$ cat src/rtl/ipv4_frame_tx.sv
// IPv4 frame transmitter: serialises Ethernet + IPv4 (+ optional UDP) headers and a fixed payload as a byte stream.
// Latency: 11 cycles of header checksum after START_TXN acceptance, then one byte per accepted beat.
// Backpressure: TX_VALID stays high for the whole frame; a byte advances only on TX_VALID && TX_READY.
//
// Ports:
//   aclk, areset                  clock, async active-high reset
//   ACCEL_IP/MAC_ADDRESS          source addresses, captured at acceptance
//   DST_IP/MAC_ADDRESS            destination addresses, captured at acceptance
//   PAYLOAD                       user data (MSB byte sent first), captured at acceptance
//   START_TXN / READY_FOR_SEND    request / idle handshake
//   TX_DATA/VALID/FIRST/LAST      byte stream towards the MAC; TX_READY is the MAC's back-pressure
//
// Build option: define IPV4_FRAME_TX_UDP_EN to insert an 8-byte UDP header between IP header and payload.
module ipv4_frame_tx #(
    parameter int unsigned  PAYLOAD_BYTES = 2,
    parameter logic [7:0]   TTL           = 8'h40,
    parameter logic [7:0]   PROTOCOL      = 8'h11,
    parameter logic [15:0]  SRC_PORT      = 16'd5000,
    parameter logic [15:0]  DST_PORT      = 16'd5000
) (
    input  logic                       aclk,
    input  logic                       areset,
    input  logic [31:0]                ACCEL_IP_ADDRESS,
    input  logic [47:0]                ACCEL_MAC_ADDRESS,
    input  logic [31:0]                DST_IP_ADDRESS,
    input  logic [47:0]                DST_MAC_ADDRESS,
    input  logic [8*PAYLOAD_BYTES-1:0] PAYLOAD,
    input  logic                       START_TXN,
    output logic                       READY_FOR_SEND,
    output logic [7:0]                 TX_DATA,
    output logic                       TX_VALID,
    output logic                       TX_FIRST,
    output logic                       TX_LAST,
    input  logic                       TX_READY
);

    localparam logic [2:0] S_IDLE = 3'd0;
    localparam logic [2:0] S_CSUM = 3'd1;
    localparam logic [2:0] S_ETH  = 3'd2;
    localparam logic [2:0] S_IP   = 3'd3;
    localparam logic [2:0] S_PAY  = 3'd4;

`ifdef IPV4_FRAME_TX_UDP_EN
    localparam logic [2:0]  S_UDP     = 3'd5;
    localparam int unsigned UDP_BYTES = 8;
    localparam logic [15:0] UDP_LEN   = 16'(8 + PAYLOAD_BYTES);
`else
    localparam int unsigned UDP_BYTES = 0;
    // Port numbers only matter when the UDP header is built in.
    logic [31:0] unused_ports;
    assign unused_ports = {SRC_PORT, DST_PORT};
`endif

    localparam logic [15:0] TOTAL_LEN = 16'(20 + UDP_BYTES + PAYLOAD_BYTES);
    localparam logic [6:0]  PAY_LAST  = 7'(PAYLOAD_BYTES - 1);

    logic [2:0]                 state;
    logic [6:0]                 cnt;
    logic [19:0]                acc;
    logic [15:0]                csum;
    logic [47:0]                dst_mac_q;
    logic [47:0]                src_mac_q;
    logic [31:0]                src_ip_q;
    logic [31:0]                dst_ip_q;
    logic [8*PAYLOAD_BYTES-1:0] pay_q;

    logic [159:0] csum_words;
    logic [111:0] eth_vec;
    logic [159:0] ip_vec;
    logic [15:0]  csum_word;
    logic [16:0]  fold1;
    logic [15:0]  fold2;
    logic         fire;

    // Header words with the checksum field zeroed, in transmit order.
    assign csum_words = {16'h4500, TOTAL_LEN, 16'h0000, 16'h0000, TTL, PROTOCOL,
                         16'h0000, src_ip_q, dst_ip_q};
    assign eth_vec    = {dst_mac_q, src_mac_q, 16'h0800};
    assign ip_vec     = {16'h4500, TOTAL_LEN, 16'h0000, 16'h0000, TTL, PROTOCOL,
                         csum, src_ip_q, dst_ip_q};

    // Word cnt counted from the most significant end; cnt==10 shifts everything out, harmlessly.
    assign csum_word  = 16'(csum_words >> {7'd9 - cnt, 4'b0000});

    // Two carry folds are enough: ten 16-bit words cannot overflow 20 bits,
    // and after the first fold at most one carry remains.
    assign fold1 = {1'b0, acc[15:0]} + {13'b0, acc[19:16]};
    assign fold2 = fold1[15:0] + {15'b0, fold1[16]};

    assign fire           = TX_VALID && TX_READY;
    assign READY_FOR_SEND = (state == S_IDLE);

    always_comb begin
        TX_DATA  = 8'h00;
        TX_VALID = 1'b0;
        TX_FIRST = 1'b0;
        TX_LAST  = 1'b0;
        case (state)
            S_ETH: begin
                TX_VALID = 1'b1;
                TX_FIRST = (cnt == 7'd0);
                TX_DATA  = 8'(eth_vec >> {7'd13 - cnt, 3'b000});
            end
            S_IP: begin
                TX_VALID = 1'b1;
                TX_DATA  = 8'(ip_vec >> {7'd19 - cnt, 3'b000});
            end
`ifdef IPV4_FRAME_TX_UDP_EN
            S_UDP: begin
                TX_VALID = 1'b1;
                TX_DATA  = 8'({SRC_PORT, DST_PORT, UDP_LEN, 16'h0000} >> {7'd7 - cnt, 3'b000});
            end
`endif
            S_PAY: begin
                TX_VALID = 1'b1;
                TX_LAST  = (cnt == PAY_LAST);
                TX_DATA  = 8'(pay_q >> {PAY_LAST - cnt, 3'b000});
            end
            default: begin
                TX_DATA  = 8'h00;
            end
        endcase
    end

    always_ff @(posedge aclk or posedge areset) begin
        if (areset) begin
            state     <= S_IDLE;
            cnt       <= 7'd0;
            acc       <= 20'd0;
            csum      <= 16'd0;
            dst_mac_q <= 48'd0;
            src_mac_q <= 48'd0;
            src_ip_q  <= 32'd0;
            dst_ip_q  <= 32'd0;
            pay_q     <= '0;
        end else begin
            case (state)
                S_IDLE: begin
                    if (START_TXN) begin
                        dst_mac_q <= DST_MAC_ADDRESS;
                        src_mac_q <= ACCEL_MAC_ADDRESS;
                        src_ip_q  <= ACCEL_IP_ADDRESS;
                        dst_ip_q  <= DST_IP_ADDRESS;
                        pay_q     <= PAYLOAD;
                        acc       <= 20'd0;
                        cnt       <= 7'd0;
                        state     <= S_CSUM;
                    end
                end
                S_CSUM: begin
                    if (cnt == 7'd10) begin
                        csum  <= ~fold2;
                        acc   <= 20'd0;
                        cnt   <= 7'd0;
                        state <= S_ETH;
                    end else begin
                        acc <= acc + {4'b0, csum_word};
                        cnt <= cnt + 7'd1;
                    end
                end
                S_ETH: begin
                    if (fire) begin
                        if (cnt == 7'd13) begin
                            cnt   <= 7'd0;
                            state <= S_IP;
                        end else begin
                            cnt <= cnt + 7'd1;
                        end
                    end
                end
                S_IP: begin
                    if (fire) begin
                        if (cnt == 7'd19) begin
                            cnt   <= 7'd0;
`ifdef IPV4_FRAME_TX_UDP_EN
                            state <= S_UDP;
`else
                            state <= S_PAY;
`endif
                        end else begin
                            cnt <= cnt + 7'd1;
                        end
                    end
                end
`ifdef IPV4_FRAME_TX_UDP_EN
                S_UDP: begin
                    if (fire) begin
                        if (cnt == 7'd7) begin
                            cnt   <= 7'd0;
                            state <= S_PAY;
                        end else begin
                            cnt <= cnt + 7'd1;
                        end
                    end
                end
`endif
                S_PAY: begin
                    if (fire) begin
                        if (cnt == PAY_LAST) begin
                            cnt   <= 7'd0;
                            state <= S_IDLE;
                        end else begin
                            cnt <= cnt + 7'd1;
                        end
                    end
                end
                default: begin
                    cnt   <= 7'd0;
                    state <= S_IDLE;
                end
            endcase
        end
    end

endmodule

$ cat config.mk
export PLATFORM = sky130hd
export DESIGN_NAME = ipv4_frame_tx
export DESIGN_NICKNAME = d
export VERILOG_FILES = /design/src/rtl/ipv4_frame_tx.sv
export SDC_FILE = /design/constraint.sdc
export NUM_CORES = 1
export LEC_CHECK = 0
export ABC_AREA = 1
export CORE_MARGIN = 1.5
export CORE_UTILIZATION = 50
export DETAILED_ROUTE_END_ITERATION = 7
export PLACE_DENSITY = 0.73
export SYNTH_ARGS = -nofsm -noshare
export SYNTH_HDL_FRONTEND = slang
export SYNTH_SLANG_ARGS = --single-unit
export TNS_END_PERCENT = 50
$ cat constraint.sdc
create_clock -name aclk -period 9.2 [get_ports aclk]
set_input_delay 1.84 -clock aclk [delete_from_list [all_inputs] [get_ports aclk]]
set_output_delay 1.84 -clock aclk [all_outputs]
set_load 0.01 [all_outputs]
=== Yosys cells after proc, flatten, opt, wreduce, memory -nomap -nowiden ===
Index checks and enable logic that the tools add are counted.

* Muxes and demuxes: 25
* Reduce and logical (&&, ||, !) cells: 10
* Add/sub/neg operators: 8
* Shift-type cells: 4
* Bitwise logic cells: 1
* Eq/ne operators: 16

{| class="wikitable"
|+ Operators by type and width
! operator !! count
|-
| $shr A159 B10 Y8 || 1
|-
| $shr A159 B11 Y16 || 1
|-
| $shr A112 B10 Y8 || 1
|-
| $mux W7 || 8
|-
| $mux W20 || 2
|-
| $pmux W20 S2 || 1
|-
| $pmux W7 S5 || 1
|-
| $mux W3 || 8
|-
| $pmux W8 S3 || 1
|-
| $add A20 B16 Y20 || 1
|-
| $add A16 B4 Y17 || 1
|-
| $add A16 B1 Y16 || 1
|-
| $ne A2 B2 Y1 const B || 8
|-
| $not A16 Y16 || 1
|-
| $shr A16 B10 Y8 || 1
|-
| $pmux W3 S5 || 1
|-
| $eq A7 B4 Y1 const B || 2
|-
| $sub A4 B7 Y7 const A || 2
|-
| $reduce_and A8 Y1 || 1
|-
| $add A7 B1 Y7 const B || 1
|-
| $eq A7 B1 Y1 const B || 1
|-
| $eq A7 B5 Y1 const B || 1
|-
| $logic_not A7 Y1 || 1
|-
| $sub A1 B7 Y7 const A || 1
|-
| other kinds (11) || 16
|}

* Word-level logic and storage cells: 73
* Output and inout port bits: 12
* Input port bits: 180
* Register bits after elaboration: 222

=== Longest topological paths before layout ===
Gate-level depths: netlist of run 1.

* Word-level depth: 6
* Depth in mapped cells: 28
* Depth with buffers taken out: 26

=== Least setup slack after synthesis of run 1 ===
OpenSTA, ideal clock, no wires.

* Kind: reg2out
* Start point: register cnt[1]
* End point: output port TX_DATA[1]
* Stages on the path, launching flop included: 17
* Buffers on the path: 5
* Arrival: 2.826 ns
* Data required time: 7.360 ns
* Setup slack: 4.534 ns
* Cell sequence: dfrtp_1 -> buf_2 -> inv_2 -> clkbuf_1 -> buf_1 -> ha_1 -> clkbuf_1 -> inv_1 -> nand2_1 -> inv_1 -> clkbuf_1 -> o21ai_0 -> o221ai_1 -> nand2_1 -> nand2_1 -> a21oi_1 -> nand2_1

* Longest elaborated chain between the ends: 3
* Elaborated cells between the ends (all ways): 7
* Those cells by class: 3 x add/sub; 3 x shift; 1 x mux

{| class="wikitable"
|+ RTL lines
! item !! RTL line !! text
|-
| from (decl) || 58 || <nowiki>logic [6:0] cnt;</nowiki>
|-
| from (signal assigned) || 158 || <nowiki>cnt <= cnt + 7'd1;</nowiki>
|-
| from (signal assigned) || 167 || <nowiki>cnt <= cnt + 7'd1;</nowiki>
|-
| from (signal assigned) || 181 || <nowiki>cnt <= cnt + 7'd1;</nowiki>
|-
| $sub A5 B7 Y7 (tied with other cells) || 106 || <nowiki>TX_DATA = 8'(ip_vec >> {7'd19 - cnt, 3'b000});</nowiki>
|-
| $shr A159 B10 Y8 (tied with other cells) || 106 ||
|-
| $pmux W8 S3 * || 98 || <nowiki>case (state)</nowiki>
|-
| to (decl) || 30 || <nowiki>output logic [7:0] TX_DATA,</nowiki>
|}

Mark *: on every way between the ends. The rest lies on a longest branch, timed or not.

=== Worst setup path in the final report of run 1 ===
* Start point: register cnt[1]
* End point: output port TX_DATA[3]

Same word-level chain as after synthesis.

==> results of run 1 <==
## stage by stage
stage	hold WS [ns]	area (um^2)
floorplan	0.4436	13140
global placement	0.4596	15230
detailed placement	0.4607	15230
CTS	0.4776	16070
global route	0.4934	16070
finish	0.4727	16070
## power groups by stage
stage	clock [uW]	combinational (uW)	sequential, uW
final	1030	2140	1680
after floorplan	0	1490	1570
after detailed placement	0	2110	1680
after global routing	1080	2390	1720
after global placement	0	2070	1670
after CTS	1040	2120	1670
## sequential cells by signal, summed over array words and instances (netlist names)
name	count
dst_mac_q	48
src_mac_q	48
dst_ip_q	32
src_ip_q	32
acc	20
csum	16
pay_q	16
cnt	7
state	3
## layout make-up
cell class              instances  area share [%]
well taps                     335           2.608
inverters                     152           3.628
clock buffers                  31           4.220
clock inverters                14           1.028
multi-input cells            1415           41.45
flip-flops and latches        222           34.58
repair buffers                202           12.49
## cells in the final DEF (no fill, tap or decap), types with 15 or more instances in the layout
master,Yosys,layout
inv_1,142,141
nor2_1,127,127
ha_1,32,32
nand2_1,748,747
nand4_1,15,15
nand3_1,114,114
clkbuf_16,0,25
o21ai_0,166,166
clkdlybuf4s50_1,0,191
a21oi_1,77,77
dfrtp_1,222,221
## how the worst min path moves through the flow
stage / start / to / slack (ns) / depth (start not counted)
4_1_cts: src_mac_q[32]$_DFFE_PP0P_ / src_mac_q[32]$_DFFE_PP0P_ / 0.48 / 2
6_report: src_mac_q[44]$_DFFE_PP0P_ / src_mac_q[44]$_DFFE_PP0P_ / 0.47 / 2
3_5_place_dp: src_mac_q[32]$_DFFE_PP0P_ / src_mac_q[32]$_DFFE_PP0P_ / 0.46 / 2
2_1_floorplan: dst_mac_q[1]$_DFFE_PP0P_ / dst_mac_q[1]$_DFFE_PP0P_ / 0.44 / 2
3_3_place_gp: dst_mac_q[7]$_DFFE_PP0P_ / dst_mac_q[7]$_DFFE_PP0P_ / 0.46 / 2
5_1_grt: dst_mac_q[42]$_DFFE_PP0P_ / dst_mac_q[42]$_DFFE_PP0P_ / 0.49 / 2
## metal layers
metal	global-route usage (%)	routed length, um	part of all wire (%)	vias to the layer above
li1	-	-	-	6362
met1	41.68	18170	42	6161
met2	53.56	20190	47	500
met3	4.471	2852	6.6	98
met4	11.75	1710	4.0	0
met5	0	0	0	-
## kinds of logic (layout without fill, tap and decap cells)
group / after synthesis / after routing / synth area share, %
simple gates: 1031 / 1031 / 31.60
buf+inv: 237 / 399 / 7.103
compound gates: 334 / 334 / 14.54
mux: 1 / 1 / 0.07617
fa+ha+maj: 34 / 34 / 3.351
flops: 222 / 222 / 42.27
xor+xnor: 15 / 15 / 1.057
## critical path: stages, from the launching register on
cell and delay [ns]:
dfrtp_1 0.32, buf_4 0.47, inv_2 0.47, ha_1 0.42, buf_4 0.21, inv_1 0.30
nand2_1 0.23, inv_1 0.50, nand4_1 0.16, a21oi_1 0.15, o21ai_1 0.24, o21ai_0 0.24
inv_1 0.06, nand2_1 0.11, clkdlybuf4s50_1 0.55
==> flow_summary.json, run 1 <==
{
  "clock_skew_ns": 0.01063,
  "crit_path_end": "TX_DATA[3]",
  "drive_above_1_share_pct": 4.126,
  "rsz0062_at_grt": "false",
  "cts_hold_buffers": 0,
  "rows": 59,
  "yosysMostFrequentCell": "nand2_1",
  "overflow": 0,
  "grt_first_pass_wirelength_mm": 66.43,
  "clock_path_buffers": 3,
  "start_util_pct": 50.72,
  "dp_worst_setup_slack_ns": 3.045,
  "hold_class": "reg -> reg",
  "synth_edf_count": 0,
  "hold_viol_final": 0,
  "r2r-end": "acc[16]$_DFFE_PP0P_",
  "seq_area_frac_synth_pct": 42.27,
  "clk_pin_slew_worst_paths_ns": 0.06,
  "endpoint_kind": "primary output",
  "multi_input_comb_area_um2": 6660,
  "slew_violations": 0,
  "cts_root_buffer": "clkbuf_16",
  "pwr-share-seq_pct": 34.6,
  "drt_iter0_drc": 1339,
  "seqCellArea_um2": 5557,
  "die_area_um2": 27260,
  "clk_latency_ns": 0.54,
  "synth_seq_cells": 222,
  "fin_total_pwr_uw": 4852,
  "rrSetupSlack_ns": 3.64,
  "hpwl_mm": 31.66,
  "layout_setup_ws_ns": 2.381,
  "synthesis.nets": 2088,
  "synth.distinct_cells": 51,
  "htreeDepth": 1,
  "nFillCells": 2423,
  "grt_max_degree": 203,
  "power.switching_uw": 2130,
  "cts_sinks": 222,
  "nNetsFinal": 2232,
  "cp-start-kind": "flip-flop",
  "yosys-top-cells-area": "dfrtp_1 42%, nand2_1 21%, o21ai_0 6.3%",
  "cts_buffers": 25,
  "async_reset_ff_share_pct": 100.0,
  "io-pin-count": 192,
  "port_buffers": 191,
  "p_leak_uw": 0.007784,
  "yosys_most_used_dff": "dfrtp_1",
  "syn_area_um2": 13140,
  "drtAntennaViolNets": 0,
  "ir_drop_v": 0.0002224,
  "fin_crit_sh_pct": 74.12,
  "wire_per_inst_um": 18.10,
  "critPathLaunch": "cnt[1]$_DFFE_PP0P_",
  "cts_resized": 0,
  "fin_cells": 2371,
  "max_freq_mhz": 146.7,
  "syn_to_final_growth_pct": 22.28,
  "die_x_um": 165.1,
  "first_global_vias": 12590,
  "post-place-cells": 2326,
  "drc": 0,
  "power.internal_uw": 2721,
  "cp_data_required_time_ns": 7.36,
  "ys_warn_count": 0,
  "fp.coreArea_um2": 25910,
  "track_usage_pct": 31.81,
  "cts_tree": "built",
  "fin_crit_ns": 6.819,
  "postSynthAreaPerCell_um2": 7.012,
  "final_core_util_pct": 62.02,
  "pwr-share-clk_pct": 21.3,
  "gp_congestion": 0.9581,
  "comb_power_share_pct": 44.0,
  "vias": 13120,
  "num_antenna_cells": 0,
  "fp.dieH_um": 165.1,
  "synth_top_area_cell": "dfrtp_1",
  "max_cap_violations": 0,
  "antenna_found_initial": 0,
  "cp_max_fo": 50,
  "arrival_ns": 4.98,
  "r2r_cells": 20,
  "wl_mm": 42.92,
  "crit-reg2reg-launch": "cnt[1]$_DFFE_PP0P_",
  "synth_top_area_share_pct": 42.27,
  "critical_path_class": "reg -> out",
  "cts_setup_buffers": 0,
  "powerDensity_nw_per_um2": 301.9,
  "tns_ns": 0,
  "outcome": "complete, no violations",
  "relSlewSlack_pct": 37.74,
  "worst_pin_slew_ns": 0.9339,
  "netlist_instances": 1874,
  "swShare_pct": 43.91,
  "finalSetupViolations": 0,
  "drt_pass1_iterations": 5,
  "synth_commonest_cells": "748 x nand2_1, 222 x dfrtp_1, 166 x o21ai_0",
  "viasPerCell": 5.534
}
No activity file was read; power rests on OpenSTA's default activity.
==> inputs of run 2 (changes only) <==
PLACE_DENSITY = 0.76   (was 0.73)
clock period = 5.71 ns   (was 9.2 ns; I/O delays follow)
==> run 2 against run 1 <==
Critical path depth grew 1; global-route usage rose by 0.44 points; setup slack worse by 1.9 ns; clock skew up 0.0017 ns; clock-buffer cell count up 6; critical endpoint unchanged.
==> flow_summary.json, run 2 (synthesized netlist as in run 1, its figures left out) <==
{
  "start_util_pct": 50.72,
  "path_buf_inv": 4,
  "worst_pin_slew_ns": 1.051,
  "use_met3_pct": 3.771,
  "cts_resized": 0,
  "max_freq_mhz": 190.0,
  "drt_iter0_drc": 1430,
  "track_usage_pct": 32.25,
  "relSlewSlack_pct": 29.94,
  "ir_drop_v": 0.0003557,
  "grt_max_degree": 212,
  "finalSetupViolations": 0,
  "max_stage_delay_ns": 0.53,
  "grt-busiest-layer": "met2",
  "grt_use_met1_pct": 43.45,
  "grt_first_pass_wirelength_mm": 67.96,
  "fin_crit_ns": 5.263,
  "nNetsFinal": 2241,
  "rows": 59,
  "syn_to_final_growth_pct": 22.47,
  "wire_per_inst_um": 18.15,
  "clock_skew_ns": 0.01234,
  "tns_ns": 0,
  "outcome": "complete, no violations",
  "overflow": 0,
  "wl_mm": 43.18,
  "slew_violations": 0,
  "fp.coreArea_um2": 25910,
  "cts_hold_buffers": 0,
  "drive_above_1_share_pct": 4.256,
  "viasPerCell": 5.571,
  "endpoint_kind": "primary output",
  "final_core_util_pct": 62.11,
  "io-pin-count": 192,
  "cts_sinks": 222,
  "path_cells": "clkinv_1 -> ha_1 -> nand3_1 -> nand2_1 -> nand2_1 -> nand2_1 -> nor2_2 -> buf_4 -> inv_1 -> o211ai_1 -> nand3_1 -> nand3_1 -> nand2_1 -> nand2_1 -> clkdlybuf4s50_1",
  "clock_path_buffers": 3,
  "cpMostUsedCell": "nand2_1",
  "cp_max_fo": 31,
  "antenna_found_initial": 0,
  "cts_root_buffer": "clkbuf_16",
  "critical_path_class": "reg -> out",
  "hpwl_mm": 31.97,
  "cp_top_family": "buffers and inverters",
  "drc": 0,
  "arrival_ns": 4.12,
  "port_buffers": 191,
  "cp_data_required_time_ns": 4.57,
  "drt_pass1_iterations": 5,
  "postLayoutCellArea_um2": 16090,
  "layout_commonest_cell": "nand2_1",
  "use_met2_pct": 53.37,
  "rsz0062_at_grt": "false",
  "fin_crit_sh_pct": 92.16,
  "hold_class": "reg -> reg",
  "cp-start-kind": "flip-flop",
  "clk_latency_ns": 0.54,
  "die_x_um": 165.1,
  "rrSetupSlack_ns": 1.34,
  "cts_tree": "built",
  "drtAntennaViolNets": 0,
  "htreeDepth": 1,
  "reg.largest.list": "dst_mac_q x48, src_mac_q x48",
  "die_area_um2": 27260,
  "hold_viol_final": 0,
  "num_antenna_cells": 0,
  "clk_pin_slew_worst_paths_ns": 0.06,
  "max_cap_violations": 0,
  "vias": 13250,
  "cts_buffers": 25,
  "p_leak_uw": 0.007800,
  "worst_path_max_delay_cell": "clkdlybuf4s50_1",
  "whs_path_depth": 2,
  "gp_congestion": 0.9544,
  "path_depth": 15,
  "dpl_cell_area_um2": 15300,
  "r2r_cells": 19,
  "final_cell_mix": "747 x nand2_1, 221 x dfrtp_1, 191 x clkdlybuf4s50_1, 166 x o21ai_0, 141 x inv_1",
  "cts_setup_buffers": 0,
  "whs_ns": 0.4768,
  "fp.dieH_um": 165.1,
  "powerDensity_nw_per_um2": 483.4,
  "first_global_vias": 12890
}
## run 2: cell count changes in the layout (fill, tap and decap cells not counted)
cell	previous run	this run
clkinv_2	8	4
buf_4	10	18
clkbuf_1	3	8
bufinv_16	3	1
buf_12	1	2
clkbuf_8	3	4
clkinvlp_4	2	1
## run 2: final timing paths
| path | startpoint | endpoint |
|---|---|---|
| max | cnt[2]$_DFFE_PP0P_ | TX_DATA[3] |
| min | pay_q[2]$_DFFE_PP0P_ | pay_q[2]$_DFFE_PP0P_ |
| max reg2reg | cnt[2]$_DFFE_PP0P_ | acc[12]$_DFFE_PP0P_ |
| min reg2reg | pay_q[2]$_DFFE_PP0P_ | pay_q[2]$_DFFE_PP0P_ |
| max in group asynchronous | areset | dst_mac_q[9]$_DFFE_PP0P_ |
| min in group asynchronous | areset | src_ip_q[3]$_DFFE_PP0P_ |
## run 2: worst min-delay path, cell delays in order (launching register included)
cell and delay [ns]:
dfrtp_1 0.34, nand2_1 0.05, nand2_1 0.06
## run 2: per-stage QoR
step	total power [uW]	setup WS [ns]	cells
6_report	7780	0.4475	2379
5_1_grt	8324	0.2833	2379
4_1_cts	7743	0.5139	2379
3_5_place_dp	6133	1.096	2335
3_3_place_gp	6096	1.105	2335
2_1_floorplan	4927	1.474	1874
## run 2: where the power goes
part / switching, uW / internal (uW) / total (uW)
combinational: 2310 / 1200 / 3510
sequential: 468 / 2230 / 2700
clock: 662 / 911 / 1570
## run 2: metal layers
metal	vias to the layer above	part of all wire, %
li1	6389	-
met1	6181	42
met2	574	47
met3	109	6.9
met4	0	3.9
met5	-	0
## run 2: layout make-up
type / count / area (um^2)
clock buffers: 37 / 710.7
clock inverters: 7 / 81.33
fillers: 2333 / 9817
inverters: 152 / 579.3
multi-input cells: 1415 / 6660
flip-flops and latches: 222 / 5557
well taps: 335 / 419.2
repair buffers: 211 / 2087
